<file path="config.mk">
export PLATFORM = sky130hd
export DESIGN_NAME = muldiv_iter
export DESIGN_NICKNAME = d
export VERILOG_FILES = /design/src/rtl/muldiv_iter.sv
export SDC_FILE = /design/constraint.sdc
export NUM_CORES = 1
export LEC_CHECK = 0
export CAP_MARGIN = 40
export CORE_ASPECT_RATIO = 2
export CORE_MARGIN = 4
export CORE_UTILIZATION = 40
export CTS_CLUSTER_DIAMETER = 30
export DETAILED_ROUTE_END_ITERATION = 7
export PLACE_DENSITY = 0.64
export SETUP_SLACK_MARGIN = 0.4
export SLEW_MARGIN = 40
export SYNTH_ARGS = -nofsm -noshare
export SYNTH_HDL_FRONTEND = slang
export SYNTH_SLANG_ARGS = --single-unit
</file>
<file path="constraint.sdc">
create_clock -name clk -period 9.4 [get_ports clk]
set_clock_uncertainty 0.1 [all_clocks]
set_input_delay 2.82 -clock clk [delete_from_list [all_inputs] [get_ports clk]]
set_output_delay 2.82 -clock clk [all_outputs]
set_load 0.005 [all_outputs]
</file>
<file path="src/rtl/muldiv_iter.sv">
// rtl/muldiv_iter.sv - iterative RV32M multiply/divide unit, one result bit per cycle
//
// Parameters:
//   XLEN   operand/result width (>= 4)
//   TAG_W  width of the opaque tag carried from request to response
// Ports:
//   clk, reset                 clock, asynchronous active-high reset
//   in_valid/in_ready          request handshake; in_op (funct3), in_rv1, in_rv2, in_tag
//   kill                       abort the in-flight operation
//   busy                       high whenever not idle
//   out_valid/out_ready        response handshake; out_rvout, out_tag

module muldiv_iter #(
  parameter int XLEN  = 32,
  parameter int TAG_W = 5
) (
  input  logic             clk,
  input  logic             reset,
  input  logic             in_valid,
  output logic             in_ready,
  input  logic [2:0]       in_op,
  input  logic [XLEN-1:0]  in_rv1,
  input  logic [XLEN-1:0]  in_rv2,
  input  logic [TAG_W-1:0] in_tag,
  input  logic             kill,
  output logic             busy,
  output logic             out_valid,
  input  logic             out_ready,
  output logic [XLEN-1:0]  out_rvout,
  output logic [TAG_W-1:0] out_tag
);

  localparam int CW = (XLEN > 2) ? $clog2(XLEN) : 1;

  localparam logic [1:0] S_IDLE = 2'd0;
  localparam logic [1:0] S_BUSY = 2'd1;
  localparam logic [1:0] S_FIX  = 2'd2;
  localparam logic [1:0] S_DONE = 2'd3;

  localparam logic [2:0] OP_MUL    = 3'd0;
  localparam logic [2:0] OP_MULH   = 3'd1;
  localparam logic [2:0] OP_MULHSU = 3'd2;
  localparam logic [2:0] OP_MULHU  = 3'd3;
  localparam logic [2:0] OP_DIV    = 3'd4;
  localparam logic [2:0] OP_DIVU   = 3'd5;
  localparam logic [2:0] OP_REM    = 3'd6;
  localparam logic [2:0] OP_REMU   = 3'd7;

  logic [1:0]        state;
  logic [CW-1:0]     cnt;
  logic [2:0]        op_q;
  logic              neg_q;      // negate the magnitude result in FIX
  logic [XLEN-1:0]   opb;        // multiplicand (mul) or divisor (div) magnitude
  logic [2*XLEN-1:0] acc;        // {partial product, remaining multiplier bits}
  logic [XLEN-1:0]   rem;        // divide partial remainder
  logic [XLEN-1:0]   quo;        // dividend bits shifted out, quotient bits shifted in

  // Request decode
  logic            accept;
  logic            is_div;
  logic            sgn1_op;
  logic            sgn2_op;
  logic            s1;
  logic            s2;
  logic [XLEN-1:0] mag1;
  logic [XLEN-1:0] mag2;
  logic            div_by_zero;
  logic            div_ovf;
  logic [XLEN-1:0] fast_res;
  logic [XLEN-1:0] min_int;

  assign in_ready  = (state == S_IDLE);
  assign busy      = (state != S_IDLE);
  assign out_valid = (state == S_DONE);
  assign accept    = in_valid && in_ready && !kill;

  always_comb begin
    min_int           = '0;
    min_int[XLEN-1]   = 1'b1;
    is_div            = in_op[2];
    // rs1 is signed for MUL/MULH/MULHSU/DIV/REM; rs2 for MUL/MULH/DIV/REM
    sgn1_op           = (in_op == OP_MUL) || (in_op == OP_MULH) || (in_op == OP_MULHSU) ||
                        (in_op == OP_DIV) || (in_op == OP_REM);
    sgn2_op           = (in_op == OP_MUL) || (in_op == OP_MULH) ||
                        (in_op == OP_DIV) || (in_op == OP_REM);
    s1                = sgn1_op && in_rv1[XLEN-1];
    s2                = sgn2_op && in_rv2[XLEN-1];
    mag1              = s1 ? (XLEN'(0) - in_rv1) : in_rv1;
    mag2              = s2 ? (XLEN'(0) - in_rv2) : in_rv2;
    div_by_zero       = is_div && (in_rv2 == '0);
    div_ovf           = ((in_op == OP_DIV) || (in_op == OP_REM)) &&
                        (in_rv1 == min_int) && (in_rv2 == '1);
    fast_res          = '0;
    if (div_by_zero) begin
      fast_res = in_op[1] ? in_rv1 : '1;
    end else if (div_ovf) begin
      fast_res = in_op[1] ? '0 : in_rv1;
    end
  end

  // Multiply step: add multiplicand when the current multiplier bit is set,
  // then shift the whole accumulator right by one.
  logic [XLEN:0] mul_sum;

  always_comb begin
    mul_sum = {1'b0, acc[2*XLEN-1:XLEN]} + (acc[0] ? {1'b0, opb} : '0);
  end

  // Divide step: restoring shift-subtract on an XLEN+1 bit partial remainder.
  logic [XLEN:0] div_shift;
  logic [XLEN:0] div_diff;
  logic          div_ge;

  always_comb begin
    div_shift = {rem, quo[XLEN-1]};
    div_diff  = div_shift - {1'b0, opb};
    div_ge    = !div_diff[XLEN];
  end

  // Final sign correction and result selection
  logic [2*XLEN-1:0] prod_fix;
  logic [XLEN-1:0]   quo_fix;
  logic [XLEN-1:0]   rem_fix;
  logic [XLEN-1:0]   fix_res;

  always_comb begin
    prod_fix = neg_q ? ((2*XLEN)'(0) - acc) : acc;
    quo_fix  = neg_q ? (XLEN'(0) - quo) : quo;
    rem_fix  = neg_q ? (XLEN'(0) - rem) : rem;
    case (op_q)
      OP_MUL:                        fix_res = prod_fix[XLEN-1:0];
      OP_MULH, OP_MULHSU, OP_MULHU:  fix_res = prod_fix[2*XLEN-1:XLEN];
      OP_DIV, OP_DIVU:               fix_res = quo_fix;
      default:                       fix_res = rem_fix;
    endcase
  end

  always_ff @(posedge clk or posedge reset) begin
    if (reset) begin
      state     <= S_IDLE;
      cnt       <= '0;
      op_q      <= '0;
      neg_q     <= 1'b0;
      opb       <= '0;
      acc       <= '0;
      rem       <= '0;
      quo       <= '0;
      out_rvout <= '0;
      out_tag   <= '0;
    end else begin
      case (state)
        S_IDLE: begin
          if (accept) begin
            op_q    <= in_op;
            out_tag <= in_tag;
            // remainder takes the dividend sign; product and quotient take the xor
            neg_q   <= (is_div && in_op[1]) ? s1 : (s1 ^ s2);
            cnt     <= CW'(XLEN - 1);
            if (div_by_zero || div_ovf) begin
              out_rvout <= fast_res;
              state     <= S_DONE;
            end else begin
              if (is_div) begin
                opb <= mag2;
                rem <= '0;
                quo <= mag1;
              end else begin
                opb <= mag1;
                acc <= {{XLEN{1'b0}}, mag2};
              end
              state <= S_BUSY;
            end
          end
        end

        S_BUSY: begin
          if (kill) begin
            state <= S_IDLE;
          end else begin
            if (op_q[2]) begin
              rem <= div_ge ? div_diff[XLEN-1:0] : div_shift[XLEN-1:0];
              quo <= {quo[XLEN-2:0], div_ge};
            end else begin
              acc <= {mul_sum, acc[XLEN-1:1]};
            end
            if (cnt == '0) begin
              state <= S_FIX;
            end else begin
              cnt <= cnt - 1'b1;
            end
          end
        end

        S_FIX: begin
          if (kill) begin
            state <= S_IDLE;
          end else begin
            out_rvout <= fix_res;
            state     <= S_DONE;
          end
        end

        S_DONE: begin
          // kill and out_ready both retire the operation
          if (kill || out_ready) begin
            state <= S_IDLE;
          end
        end

        default: state <= S_IDLE;
      endcase
    end
  end

endmodule

</file>
**After elaboration in Yosys (flattened, before gate mapping)**

Index checks and enable logic that the tools add are counted.

- Add/sub/neg operators: 8
- Equality and inequality tests: 26
- Mux-type cells: 47
- Bitwise gates (word level): 2
- Reduce and logical (&&, ||, !) cells: 36

Operators with widths:

| cell | number |
|---|---|
| 2-to-1 mux 32 bit | 24 |
| 2-to-1 mux 64 bit | 6 |
| one-hot mux 32 bit (2 select lines) | 3 |
| one-hot mux 64 bit (2 select lines) | 1 |
| subtractor 1 x 32 -> 32 bit, first input constant | 4 |
| one-hot mux 32 bit (3 select lines) | 1 |
| == test 32 bit, second input constant | 2 |
| subtractor 1 x 64 -> 64 bit, first input constant | 1 |
| adder 32 x 32 -> 33 bit | 1 |
| subtractor 33 x 32 -> 33 bit | 1 |
| logical NOT 32 bit | 1 |
| 2-to-1 mux 5 bit | 3 |
| != test 2 bit, second input constant | 7 |
| == test 3 bit, second input constant | 4 |
| 2-to-1 mux 2 bit | 6 |
| AND reduction 6 bit | 2 |
| one-hot mux 5 bit (2 select lines) | 1 |
| == test 3 x 2 -> 1 bit, second input constant | 3 |
| logical OR 1 bit | 9 |
| logical AND 1 bit | 8 |
| != test 2 x 1 -> 1 bit, second input constant | 4 |
| one-hot mux 2 bit (4 select lines) | 1 |
| AND reduction 4 bit | 2 |
| == test 3 x 1 -> 1 bit, second input constant | 2 |
| 16 further kinds | 22 |

- Flip-flop bits (word level): 208
- Word-level logic and storage cells: 129

**Depth between registers and ports, before layout**

Gate-level depths: netlist of run 1.

- Word-level depth: 11
- Gate-level depth with buffers: 14

**Worst setup path before layout of run 1**

No wires, ideal clock.

- Path type: input to register
- Start point: in in_rv2[6]
- End point: reg rem[7]
- Library setup time: 0.083 ns
- Data arrival time: 5.562 ns
- Data required time: 9.217 ns
- Setup slack: 3.656 ns
- Stages: 12
- Buffers on the path: 3
- Path through: or4_1 -> or4b_1 -> or4_1 -> buf_2 -> nor2_2 -> nor2_1 -> a32o_1 -> nand2_2 -> buf_4 -> buf_4 -> nand2_1 -> o21ai_0

- Cells in the longest elaborated chain, start to end: 5
- Elaborated cells on any way between the ends: 7
- Those cells by class: eq/ne (2); reduce/logical (5)

RTL lines:

| element | line | RTL |
|---|---|---|
| start: declaration | 23 | `input logic [XLEN-1:0] in_rv2,` |
| == test 32 bit / logical NOT 32 bit (equally long branches) | 92, 90 |  |
| logical AND 1 bit (on tied branches) | 92, 90 |  |
| logical OR 1 bit * | 159 | `if (div_by_zero \|\| div_ovf) begin` |
| != test 2 bit (no source line) * | - |  |
| AND reduction 6 bit (no source line) * | - |  |
| end signal: assignment | 181 | `rem <= div_ge ? div_diff[XLEN-1:0] : div_shift[XLEN-1:0];` |
| end: declaration | 55 | `logic [XLEN-1:0] rem;` |

Every way passes the cells marked *; elsewhere a longest branch is shown, timed or not.
A chain may end at the register's enable or synchronous reset.

**Worst setup path after layout of run 1**

- Start point: in in_rv1[6]
- End point: reg quo[7]

- Cells in the longest elaborated chain, start to end: 6
- Elaborated cells on any way between the ends: 12
- Those cells by class: add/sub (1); eq/ne (2); mux (5); reduce/logical (4)

RTL lines:

| element | line | RTL |
|---|---|---|
| start: declaration | 22 | `input logic [XLEN-1:0] in_rv1,` |
| subtractor 1 x 32 -> 32 bit / == test 32 bit (equally long branches) | 88, 92 |  |
| 2-to-1 mux 32 bit / logical AND 1 bit (equally long branches) | 88, 91 |  |
| 2-to-1 mux 32 bit / logical AND 1 bit (equally long branches) | 163, 92 |  |
| 2-to-1 mux 32 bit / logical OR 1 bit (equally long branches) | 159 |  |
| 2-to-1 mux 32 bit / != test 2 bit (equally long branches) | - |  |
| one-hot mux 32 bit (2 select lines) / AND reduction 6 bit (equally long branches) | - |  |
| end signal: assignment | 166 | `quo <= mag1;` |
| end signal: assignment | 182 | `quo <= {quo[XLEN-2:0], div_ge};` |
| end: declaration | 56 | `logic [XLEN-1:0] quo;` |

Several ways; a longest one is shown, not always the timed one. The select of a mux whose other input is x is not followed.

==> results.tsv, run 1 <==
stage	metric	value	unit
worst_setup_path	r2r_start	acc[0]$_DFFE_PP0P_	
timing	tns	0	ns
place	placement.cell_area	19100	um2
timing	finalSetupViolCount	0	
worst_setup_path	cp_data_arrival_time	7.42	ns
pwr	p_leak	0.00858	uW
clock_tree	clk_latency	0.54	ns
global_routing	grt_busiest_layer	met2	
worst_setup_path	slowest_delay	0.77	ns
clock_tree	cts_tree	done	
floorplan	design.die.area	47300	um2
yosys	synth_nets	2325	
global_routing	grt_use_met1	0.286	
clock_tree	cts_hold_buf	0	
place	hpwl	50.1	mm
timing	finalMaxSlewViolations	0	
timing	clock.fmax	140	MHz
timing	fin_crit_sh	0.762	
pwr	powerDensity	245	nW/um2
worst_setup_path	worstPathCellList	clkdlybuf4s50_1, or4_1, nor3_2, nand4_1, nor4_1, nor2_1, a32o_1, nand2_2, buf_4, o21ai_0	
worst_setup_path	crit_path_start_kind	input port	
yosys	netlist_instances	2174	
yosys	yosys_register_bits	208	
worst_hold_path	whs_path_depth	2	
floorplan	die_x	156	um
yosys	ys_seq_area_frac	0.298	
global_routing	grt_overflow_total	0	
global_routing	antenna_found_initial	0	
yosys	ys_async_sr_fraction	1.00	
worst_setup_path	crit_slowest_cell	nor4_1	
floorplan	rows	108	
route	routedWlPerCell	23.0	um
pwr	peakVddDrop	196	uV
global_routing	grt_pass1_wl	98.7	mm
layout	layout-drive-gt1-share	0.0690	
yosys	netlist_area	17500	um2
floorplan	ioPinCount	117	
timing	hold_ws	0.376	ns
route	drc	0	
clock_tree	cts_root_buffer	clkbuf_16	
route	ant_nets	0	
route	drt_iter0_drc	1217	
yosys	synth_cell_types	86	
yosys	synth_warnings	0	
layout	finalNetCount	2385	
worst_setup_path	critical_path_class	in2reg	
yosys	avgSynthCellArea	8.04	um2
yosys	synth_flop_cell	dfrtp_1	
route	vias	17100	
clock_tree	cts.path.max_buffers	3	
timing	layout_min_cycle_time	7.16	ns
worst_setup_path	reg2reg_to	out_rvout[24]$_DFFE_PP0P_	
layout	finish.instance_area	20500	um2
place	io_buffer_count	116	
clock_tree	post_cts_resized	0	
worst_setup_path	path_delay_family	simple AND/OR/NAND/NOR gates	
route	routed_wl	64.7	mm
route	first_pass_iters	5	
floorplan	initial_utilization	0.404	
route	vias_per_cell	6.08	
worst_setup_path	reg2reg_slack	4.65	ns
timing	setup_ws	2.24	ns
clock_tree	cts_setup_buffers	0	
global_routing	gr-usage-met3	0.0260	
worst_setup_path	critPathCaptureType	flop	
clock_tree	cts_num_sinks	208	
global_routing	grt_usage	0.268	
worst_hold_path	holdPathEnd	opb[12]$_DFFE_PP0P_	
worst_setup_path	crit_buf_inv	2	
yosys	synth_enable_flop_cells	0	
worst_hold_path	min-delay-start	opb[12]$_DFFE_PP0P_	
timing	hold_viol_final	0	
layout	n_antenna_cell	0	
run	maxCapViolCount	0	
place	post-place-ws	1.85	ns
timing	relSlewSlack	0.470	
worst_setup_path	critPathMaxFanout	72	
layout	syn_to_final_growth	17.1	%
floorplan	core	43200	um2
layout	fin_util	0.473	
layout	fill_cells	4241	
clock_tree	cts-htree-levels	2	
timing	rsz0062_at_grt	no	
outcome	status	complete, no violations	
clock_tree	cts_buffers	36	
worst_setup_path	reg2regPathDepth	10	
worst_hold_path	hold_class	reg2reg	
place	gp_congestion	0.948	
floorplan	die-height	304	um
worst_setup_path	required	9.66	ns
global_routing	grt_start_max_net_pins	151	
clock_tree	path_clk_slew	0.06	ns
global_routing	grt_pass1_vias	17300	
timing	worstMarginPinSlew	0.794	ns
global_routing	met2_usage	0.484	
-- through the flow --
| step | std cells | power (uW) |
|---|---|---|
| finish | 2812 | 5020 |
| global placement | 2744 | 3520 |
| global route | 2812 | 5300 |
| floorplan | 2174 | 2840 |
| CTS | 2810 | 5000 |
| detailed placement | 2744 | 3560 |
-- cells in the final DEF, fill, tap and decap left out, drive strengths merged, types with 25 or more instances in the layout --
master and count:
nand3 26, o21ai 238, a21o 26, clkdlybuf4s50 115, mux2i 62, a21oi 144
xnor2 135, buf 33, o41ai 25, a22o 31, xor2 100, clkbuf 42
or3 25, or4 37, nand2 255, nor2 185, inv 74, o31ai 57
a211oi 37, ha 72, nor3 39, dfrtp 208
-- state kept, by name, indices dropped and copies added (netlist names) --
name / cells
acc: 64
opb: 32
out_rvout: 32
quo: 32
rem: 32
cnt: 5
out_tag: 5
op_q: 3
state: 2
neg_q: 1
-- worst min-delay path, stage by stage, from the launching register on --
cell and delay [ns]:
dfrtp_1 0.34, nand2_1 0.04, o21ai_0 0.06
-- routing by layer --
metal	vias to the layer above	routed length (um)	share of wire
met1	8186	23200	0.36
met3	237	3010	0.046
met2	656	32900	0.51
li1	8032	-	-
met5	-	0	0
met4	0	5640	0.087
-- power breakdown --
group	internal (uW)	switching [uW]
clock	901	518
combinational	883	1200
sequential	1150	363
total	2940	2080
-- cells in the mapped netlist, types with 8 or more instances --
cell      instances  area share
nor2b_1          14      0.0050
a21o_1           26       0.011
nand3_1          26      0.0074
clkbuf_1         97       0.021
nor3_1           38       0.011
a221oi_1          8      0.0040
buf_1            10      0.0021
or4_1            29       0.012
a31oi_1          16      0.0057
ha_1             72       0.052
buf_2            11      0.0032
inv_1            68       0.015
or2_2            10      0.0036
dfrtp_1         208        0.30
mux2i_1          62       0.036
o21ai_1          16      0.0046
a21oi_1         144       0.041
a22o_1           30       0.015
nand2b_1         19      0.0068
nand2_1         254       0.055
o21ai_0         222       0.064
and3_1           12      0.0043
xnor2_1         135       0.068
nor2_1          184       0.040
o211ai_1         16      0.0069
a211oi_1         37       0.016
o21a_1           15      0.0064
or4_4             8      0.0052
nor4_1           23      0.0082
xor2_1          100       0.050
nand4_1          17      0.0061
o31ai_1          55       0.024
and2_1            8      0.0029
o221ai_1         15      0.0075
or3_1            24      0.0086
o41ai_1          22       0.011
o22ai_1          10      0.0036
-- cells by family (layout without fill, tap and decap cells) --
kind of cell               count (synthesis)  count (layout)  share of synthesized area
adders and majority gates                 74              74                     0.0538
DFF                                      208             208                      0.298
buffers and inverters                    196             284                     0.0448
and+or+nand+nor                          693             693                      0.188
muxes                                     65              65                     0.0375
xor gates and xnor gates                 235             235                      0.118
AOI/OAI and AO/OA                        703             703                      0.260
-- cell type report --
cell class,count,area (um2),area share
clock buffers,42,985,0.0481
inverters,70,270,0.0132
clock inverters,24,303,0.0148
flip-flops and latches,208,5210,0.254
well taps,550,688,0.0336
multi-input cells,1770,11600,0.566
repair buffers,148,1430,0.0700
-- how the worst max path moves through the flow --
| stage | start | end | slack (ns) | cells after the start |
|---|---|---|---|---|
| 2_1_floorplan | reset | acc[0]$_DFFE_PP0P_ | 0.80 | 1 |
| 3_3_place_gp | in_rv2[6] | quo[10]$_DFFE_PP0P_ | 1.99 | 10 |
| 3_5_place_dp | in_rv1[6] | quo[7]$_DFFE_PP0P_ | 1.85 | 10 |
| 4_1_cts | in_rv1[6] | quo[7]$_DFFE_PP0P_ | 2.36 | 10 |
| 5_1_grt | in_rv1[6] | quo[9]$_DFFE_PP0P_ | 2.08 | 10 |
| 6_report | in_rv1[6] | quo[7]$_DFFE_PP0P_ | 2.24 | 10 |
(Power assumes the default switching activity.)
==> run 2, diff against run 1 <==
clock period = 7.4 ns   (was 9.4 ns; I/O delays follow)
==> run 2 against run 1 <==
Net effect: global-route usage is essentially flat; first-iteration DRC count grew 15%; worst hold slack gained 0.00060 ns; via count grew 0.52%; final cell count is essentially flat; sequential share of layout area grew 0.16 points; utilization shrank 0.30 points; routed wire length shrank 1.1%; critical path depth grew 1; non-clock buffer count grew 9; cell area shrank 0.62%; largest power group unchanged.
==> results.tsv, run 2 (synthesized netlist as in run 1, its figures left out) <==
stage	metric	value	unit	change
floorplan	rows	108		unchanged
clock_tree	cts-htree-levels	1		was 2
timing	hold_ws	0.377	ns	was 0.376 ns
worst_setup_path	critPathMaxFanout	36		was 72
timing	layout_min_cycle_time	6.00	ns	
clock_tree	cts_tree	done		unchanged
layout	fin_util	0.470		was 0.473
layout	fill_cells	4259		was 4241
worst_setup_path	required	7.80	ns	was 9.66 ns
route	routed_wl	64.0	mm	was 64.7 mm
pwr	comb_power_share	0.436		was 0.415
clock_tree	cts_buffers	31		was 36
worst_hold_path	hold_class	reg2reg		unchanged
place	gp_congestion	0.987		was 0.948
floorplan	die-height	304	um	unchanged
route	drt_iter0_drc	1395		was 1217
pwr	p_leak	0.00853	uW	was 0.00858 uW
timing	clock.fmax	167	MHz	
layout	regMostFlops	acc		unchanged
global_routing	grt_overflow_total	0		unchanged
global_routing	grt_pass1_vias	17200		was 17300
floorplan	initial_utilization	0.404		unchanged
pwr	switching_share	0.425		was 0.415
timing	finalSetupViolCount	0		unchanged
layout	largest_register_ffs	64		unchanged
timing	finalMaxSlewViolations	0		unchanged
outcome	status	complete, no violations		unchanged
global_routing	grt_start_max_net_pins	138		was 151
worst_setup_path	critical_path_class	in2reg		unchanged
layout	layout_commonest_cell	nand2_1		unchanged
layout	final_cell_mix	nand2_1 (252), o21ai_0 (221), dfrtp_1 (207), nor2_1 (182), a21oi_1 (144)		was nand2_1 (252), o21ai_0 (220), dfrtp_1 (207), nor2_1 (181), a21oi_1 (144)
clock_tree	path_clk_slew	0.06	ns	about the same
pwr	p_int	3490	uW	was 2940 uW
place	placement.cell_area	19200	um2	was 19100 um2
floorplan	die_x	156	um	unchanged
global_routing	grt_pass1_wl	98.9	mm	was 98.7 mm
worst_setup_path	critPathCaptureType	flop		unchanged
timing	fin_crit_sh	0.811		
worst_setup_path	crit_path_start_kind	input port		unchanged
route	drc	0		unchanged
layout	n_antenna_cell	0		unchanged
clock_tree	cts_num_sinks	208		unchanged
route	vias	17200		was 17100
layout	syn_to_final_growth	16.4	%	was 17.1%
clock_tree	cts_hold_buf	0		unchanged
timing	relSlewSlack	0.444		was 0.470
clock_tree	post_cts_resized	0		unchanged
pwr	clock_power_share	0.246		was 0.283
pwr	peakVddDrop	243	uV	was 196 uV
global_routing	antenna_found_initial	0		unchanged
route	first_pass_iters	5		unchanged
route	routedWlPerCell	22.8	um	was 23.0 um
place	io_buffer_count	116		unchanged
timing	worstMarginPinSlew	0.825	ns	was 0.794 ns
route	vias_per_cell	6.12		was 6.08
run	maxCapViolCount	0		unchanged
timing	rsz0062_at_grt	no		unchanged
place	hpwl	49.9	mm	was 50.1 mm
layout	layout-drive-gt1-share	0.0664		was 0.0690
layout	finalNetCount	2389		was 2385
floorplan	design.die.area	47300	um2	unchanged
global_routing	grt_usage	0.268		about the same
floorplan	ioPinCount	117		unchanged
timing	hold_viol_final	0		unchanged
pwr	pwr-share-seq	0.318		was 0.302
clock_tree	cts.path.max_buffers	3		unchanged
clock_tree	cts_setup_buffers	0		unchanged
worst_setup_path	cp_data_arrival_time	6.40	ns	was 7.42 ns
pwr	switchingPower	2580	uW	was 2080 uW
clock_tree	cts_root_buffer	clkbuf_16		unchanged
timing	tns	0	ns	unchanged
route	ant_nets	0		unchanged
floorplan	core	43200	um2	unchanged
clock_tree	clk_latency	0.58	ns	was 0.54 ns
pwr	powerDensity	299	nW/um2	was 245 nW/um2
layout	finish.instance_area	20300	um2	was 20500 um2
run 2: changes by cell type in the layout (fill, tap and decap cells not counted), sizes merged:
cell,change
buf,+9
clkbuf,-8
bufinv,-2
clkinv,+1
clkinvlp,-1
inv,-1
run 2: worst paths after layout:
| path | slack (ns) | cells past startpoint | to | start |
|---|---|---|---|---|
| setup / recovery | 1.40 | 11 | quo[0]$_DFFE_PP0P_ | in_rv2[6] |
| setup reg to reg | 2.81 | 11 | out_rvout[24]$_DFFE_PP0P_ | acc[0]$_DFFE_PP0P_ |
| hold / removal | 0.38 | 2 | out_tag[3]$_DFFE_PP0P_ | out_tag[3]$_DFFE_PP0P_ |
| min in group asynchronous | 1.86 | 2 | rem[3]$_DFFE_PP0P_ | reset |
| hold reg to reg | 0.38 | 2 | out_tag[3]$_DFFE_PP0P_ | out_tag[3]$_DFFE_PP0P_ |
| max in group asynchronous | 4.20 | 4 | quo[20]$_DFFE_PP0P_ | reset |
run 2: area by class of cell:
type / instances / area (um2) / share of cell area
multi-input combinational: 1770 / 11600 / 0.569
sequential: 208 / 5210 / 0.256
timing repair buffer: 157 / 1570 / 0.0774
clock buffer: 34 / 797 / 0.0392
tap: 550 / 688 / 0.0338
inverter: 70 / 267 / 0.0131
clock inverter: 21 / 239 / 0.0117
run 2: routing by layer:
layer | track usage | vias up | routed length [um]
met2 | 0.494 | 624 | 33400
met4 | 0.163 | 0 | 4880
met3 | 0.0233 | 216 | 2590
li1 | - | 8041 | -
met5 | 0 | - | 0
met1 | 0.292 | 8319 | 23100
run 2: power groups by stage:
stage | registers, uW | clock network (uW) | logic (uW)
after detailed placement | 1930 | 0 | 2600
after global placement | 1920 | 0 | 2550
after floorplan | 1760 | 0 | 1850
after CTS | 1920 | 1510 | 2620
final | 1930 | 1490 | 2650
after global routing | 1980 | 1550 | 2920
run 2: stage by stage:
stage	power, uW	setup slack (ns)	cells
3_5_place_dp	4530	0.844	2753
5_1_grt	6450	1.17	2810
3_3_place_gp	4480	0.913	2752
2_1_floorplan	3600	2.26	2174
6_report	6070	1.40	2810
4_1_cts	6040	1.43	2808
run 2: critical path: stages:
cell and delay [ns]:
clkdlybuf4s50_1 0.52, or4_1 0.61, or4b_1 0.60, or4_1 0.71, nor2_2 0.29, nor2_1 0.16, a32o_1 0.31, nand2_2 0.46
buf_12 0.26, a21oi_1 0.06, a22oi_1 0.17
